===== config.mk =====
export PLATFORM = sky130hd
export DESIGN_NAME = wave_gen
export DESIGN_NICKNAME = d
export VERILOG_FILES = /design/src/rtl/wave_gen.sv
export SDC_FILE = /design/constraint.sdc
export NUM_CORES = 1
export LEC_CHECK = 0
export CAP_MARGIN = 20
export CORE_MARGIN = 2
export CORE_UTILIZATION = 60
export DETAILED_ROUTE_END_ITERATION = 10
export GPL_ROUTABILITY_DRIVEN = 0
export PLACE_DENSITY = 0.82
export SYNTH_ARGS = -nofsm -noshare
export SYNTH_HDL_FRONTEND = slang
export SYNTH_SLANG_ARGS = --single-unit

===== constraint.sdc =====
create_clock -name clk -period 4.7 [get_ports clk]
set_input_delay 0.47 -clock clk [delete_from_list [all_inputs] [get_ports clk]]
set_output_delay 0.47 -clock clk [all_outputs]
set_load 0.01 [all_outputs]

===== src/rtl/wave_gen.sv =====
// wave_gen: phase-accumulator square/saw/triangle sample source for the PWM DAC stage.
// Define WAVE_GEN_ENVELOPE_EN to add a linear attack/release envelope instead of hard gating.
module wave_gen #(
  parameter int N          = 8,
  parameter int PHASE_W    = 16,
  parameter int SAMPLE_DIV = 256
) (
  input  logic               clk,
  input  logic               reset,
  input  logic               cfg_valid,
  output logic               cfg_ready,
  input  logic [PHASE_W-1:0] cfg_freq,
  input  logic [1:0]         cfg_wave,
  input  logic               gate,
  output logic [N-1:0]       sample,
  output logic               sample_strobe
);
  localparam int DW = $clog2(SAMPLE_DIV);
  logic [DW-1:0]      div_q, div_d;
  logic [PHASE_W-1:0] phase_q, phase_d, freq_act_q, freq_act_d, freq_stg_q, freq_stg_d;
  logic [1:0]         wave_act_q, wave_act_d, wave_stg_q, wave_stg_d;
  logic               pending_q, pending_d, strobe_q, strobe_d, tick, accept;
  logic [N-1:0]       sample_q, sample_d, p, tri_v, wave_v;
`ifdef WAVE_GEN_ENVELOPE_EN
  logic [N-1:0]       env_q, env_d;
  logic [2*N-1:0]     env_prod;
`endif
  always_comb begin
    tick       = div_q == DW'(SAMPLE_DIV - 1);
    accept     = cfg_valid && !pending_q;
    p          = phase_q[PHASE_W-1 -: N];
    tri_v      = {p[N-2:0], 1'b0};
    wave_v     = wave_act_q == 2'd0 ? (p[N-1] ? '0 : '1) :
                 wave_act_q == 2'd1 ? p :
                 wave_act_q == 2'd2 ? (p[N-1] ? ~tri_v : tri_v) : '0;
    div_d      = tick ? '0 : div_q + 1'b1;
    phase_d    = tick ? phase_q + freq_act_q : phase_q;
    freq_act_d = tick && pending_q ? freq_stg_q : freq_act_q;
    wave_act_d = tick && pending_q ? wave_stg_q : wave_act_q;
    freq_stg_d = accept ? cfg_freq : freq_stg_q;
    wave_stg_d = accept ? cfg_wave : wave_stg_q;
    // pending cannot be set and cleared on the same edge: accept requires it to be low
    pending_d  = accept || (pending_q && !tick);
    strobe_d   = tick;
`ifdef WAVE_GEN_ENVELOPE_EN
    env_prod   = (2*N)'(wave_v) * (2*N)'(env_q);
    sample_d   = tick ? N'(env_prod >> N) : sample_q;
    env_d      = !tick ? env_q :
                 gate  ? (&env_q ? env_q : env_q + 1'b1) :
                         (|env_q ? env_q - 1'b1 : env_q);
`else
    sample_d   = tick ? (gate ? wave_v : '0) : sample_q;
`endif
  end
  always_ff @(posedge clk or negedge reset) begin
    if (!reset) begin
      div_q      <= '0;
      phase_q    <= '0;
      freq_act_q <= '0;
      wave_act_q <= 2'd3;
      freq_stg_q <= '0;
      wave_stg_q <= '0;
      pending_q  <= 1'b0;
      strobe_q   <= 1'b0;
      sample_q   <= '0;
`ifdef WAVE_GEN_ENVELOPE_EN
      env_q      <= '0;
`endif
    end else begin
      div_q      <= div_d;
      phase_q    <= phase_d;
      freq_act_q <= freq_act_d;
      wave_act_q <= wave_act_d;
      freq_stg_q <= freq_stg_d;
      wave_stg_q <= wave_stg_d;
      pending_q  <= pending_d;
      strobe_q   <= strobe_d;
      sample_q   <= sample_d;
`ifdef WAVE_GEN_ENVELOPE_EN
      env_q      <= env_d;
`endif
    end
  end
  assign cfg_ready     = !pending_q;
  assign sample        = sample_q;
  assign sample_strobe = strobe_q;
endmodule


==> results by stage <==
Timing:
- Setup repair after global routing left no endpoint under its margin.
- The worst path meets setup with 2140 ps of slack.
- The final max-slew violation count is 0.
- The period utilization is 0.544.
- For the pin with the worst max-slew slack, the measured transition is 848 ps.
- The post-route setup TNS is 0 ps.
- The number of setup violations in the final report is 0.
- Across the routed clock network, the largest skew measured is 14.7 ps.
- The time the final worst path needs with I/O delays and setup is 2560 ps.
- The final-report hold violation count is 0.
- The worst slew margin relative to its limit is 0.435.
- Timing would allow up to 391 MHz.

Placed design:
- The number of buffers added on ports is 31.
- Once placement finished, the instance area stood at 4040 sq um.
- The post-placement worst setup slack is 2160 ps.
- The estimated wirelength of the detail-placed design is 4780 um.

Synthesis:
- Yosys attributes the largest share of cell area to dfrtp_1, mux2_2, ha_1.
- Ranked by instance count, the synthesized netlist is headed by dfrtp_1, nand2_1, mux2_2, o21ai_0, a21oi_1.
- The async set or reset register ratio after synthesis is 1.00.
- Of the post-synthesis cell area, the dominant cell type holds 0.461.
- During synthesis, Yosys emitted a total of 0 warnings.
- The synthesis-stage register bit count is 70.
- The netlist area before placement is 3690 sq um.
- The most numerous cell in the Yosys netlist is dfrtp_1.
- Synthesis produced a netlist with a net count of 382.
- The sequential fraction of the synthesis area is 0.475.
- Yosys mapped a number of flops with a built-in enable equal to 0.
- After synthesis, the mean cell area works out to 10.8 sq um.
- The number of distinct standard cells referenced by the synthesized netlist is 48.
- For this run, the leading register cell type out of synthesis is dfrtp_1.
- Summed over all instances, the cell type with the most area after synthesis is dfrtp_1.
- The post-synthesis instance total is 343.

Power and ir drop:
- The maximum VDD drop is 0.236 mV.
- The power consumption is 1.22 mW.
- The power per cell area is 286 nW/um^2.
- The static leakage is 1.95 nW.

Floorplan:
- The count of boundary I/O pins is 32.
- The area inside the core boundary is 5920 sq um.
- The floorplan step defined a die boundary enclosing 6790 sq um.
- In this run the horizontal extent of the chip is 82.4 um.
- The row count is 28.
- For this configuration, the core starts out at a cell density of 0.623.
- The vertical die dimension is 82.4 um.

Clock tree:
- The root buffer selected by CTS is clkbuf_8.
- The clock reaches the later pin of the worst-skew pair after 360 ps.
- The number of clock sinks seen by CTS is 70.
- Clock-pin slew was measured on the worst setup and hold paths at 80 ps.
- The number of hold buffers added after CTS was 0.
- The CTS tree is done.
- The buffer depth of the longest clock path is 2.
- Buffers inserted during clock tree synthesis total 9.
- After clock tree synthesis, the repair step resized 0 gates.
- The H-tree depth is 3.
- The number of setup buffers added after CTS is 0.

Critical path:
- STA classifies the critical path endpoint as a flip-flop.
- The critical path in this run is classified as reg2reg.
- In this run the worst path has a maximum fanout of 43.
- Together, buffers and inverters on the worst path number 1.
- The kind of start point of the critical path is a flip-flop.
- The worst endpoint required time is 4930 ps.
- The cell with the largest stage delay on the worst path is nand4_4.
- The delay of the slowest critical-path stage is 470 ps.
- Data arrives at the worst endpoint at 2790 ps.
- Traced cell by cell, the critical path runs through ha_1 -> and4_4 -> nand4_4 -> clkinv_2 -> nand2_4 -> mux2_4.
- The cell type group with the largest total delay on the critical path is simple AND/OR/NAND/NOR gates.

Final layout:
- 0 antenna diodes ended up in the layout.
- The share of cells above drive strength 1 is 0.169.
- Counting the fill cells in the layout gives 433.
- The final design utilization is 0.719.
- The net count of the finished layout is 413.
- Compared with the post-synthesis result, the final layout area differs by 15.4%.
- Once layout is done, the placed cells without fillers occupy 4260 sq um.

Global route:
- The number of global-route vias before repair was 2579.
- The number of antenna violations at the first check in global routing is 0.
- Entering global routing, the biggest net connects 71 pins.
- The global router's overall resource usage is 0.228.
- The first-pass GRT wire length is 11600 um.
- The total congestion overflow after global routing is 0.

Detailed routing:
- The per-cell via count in the routed design is 5.82.
- For this block, the via count after detailed routing is 2641.
- The average routed wire per standard cell is 15.1 um.
- After detailed routing, the number of remaining DRC violations is 0.
- After detailed routing, the total wire length is 6830 um.
- The number of DRC markers in iteration 0 is 198.
- Once detail routing completed, the nets flagged for antenna violations numbered 0.
- The total iterations of the first detailed-routing run is 4.

Hold path:
- The min-delay analysis places its worst path in the category in2async.

Status:
- The flow ran to the end, and the final reports show no timing, DRC or antenna violations.

Job:
- Max-cap violations in this run came to 0.
## stage by stage
| step | hold slack, ps | instances |
|---|---|---|
| after global routing | 387 | 454 |
| after detailed placement | 469 | 438 |
| after global placement | 461 | 438 |
| final | 295 | 454 |
| after CTS | 327 | 454 |
| after floorplan | 174 | 343 |
## worst register-to-register path, stage by stage (launching register included)
cell and delay [ps]:
dfrtp_1 410, ha_1 230, and4_4 270, nand4_4 470, clkinv_2 430, nand2_4 260
mux2_4 360
## final timing paths
kind	endpoint	from	slack, ps	depth (start not counted)
worst max-delay path	freq_act_q[3]	div_q[0]	2140	6
worst min-delay path	sample[7]	reset	300	2
worst max register to register	freq_act_q[3]	div_q[0]	2140	6
worst min register to register	sample[5]	sample[5]	480	2
max in group asynchronous	freq_act_q[12]	reset	3840	2
min in group clk	sample[5]	sample[5]	480	2
## report_power, final
group	leakage [nW]	switching [mW]	internal, mW
logic	0.970	0.0178	0.0301
registers	0.874	0.00936	0.622
clock network	0.107	0.234	0.303
## logic make-up (layout without fill, tap and decap cells)
logic type / Yosys count / in the layout / synth area share
buffers and inverters: 21 / 57 / 0.0271
AOI/OAI and AO/OA: 78 / 78 / 0.132
muxes: 37 / 37 / 0.122
xor gates and xnor gates: 20 / 20 / 0.0475
DFF: 70 / 70 / 0.475
adders and majority gates: 17 / 17 / 0.0597
and+or+nand+nor: 100 / 100 / 0.137
## registers in the layout, summed over array words and instances, names as in the netlist
name,flops
freq_act_q,16
freq_stg_q,16
phase_q,16
div_q,8
sample,8
wave_act_q,2
wave_stg_q,2
pending_q,1
sample_strobe,1
## cell usage in the layout, fill, tap and decap left out, types with 6 or more instances in the layout
| cell | instances |
|---|---|
| a21oi_1 | 22 |
| o21ai_0 | 27 |
| clkbuf_8 | 9 |
| xor2_1 | 8 |
| mux2_2 | 27 |
| mux2_4 | 9 |
| nand3_1 | 14 |
| nand2_1 | 41 |
| ha_1 | 16 |
| xnor2_1 | 12 |
| nor2_1 | 12 |
| clkdlybuf4s50_1 | 30 |
| nor2b_1 | 10 |
| inv_1 | 6 |
| dfrtp_1 | 68 |
## per-layer routing
layer	track usage	share of wire	up-vias
met1	0.300	0.45	1278
met5	0	0	-
met2	0.365	0.48	63
met4	0.103	0.017	0
met3	0.0446	0.048	15
li1	-	-	1285
## layout make-up
type	count	area [sq um]	area share
sequential	70	1750	0.412
clock inverter	6	93.8	0.0220
clock buffer	10	128	0.0300
tap	75	93.8	0.0220
timing repair buffer	33	320	0.0752
multi-input combinational	252	1840	0.431
inverter	8	31.3	0.00735
No activity file was read; power rests on OpenSTA's default activity.
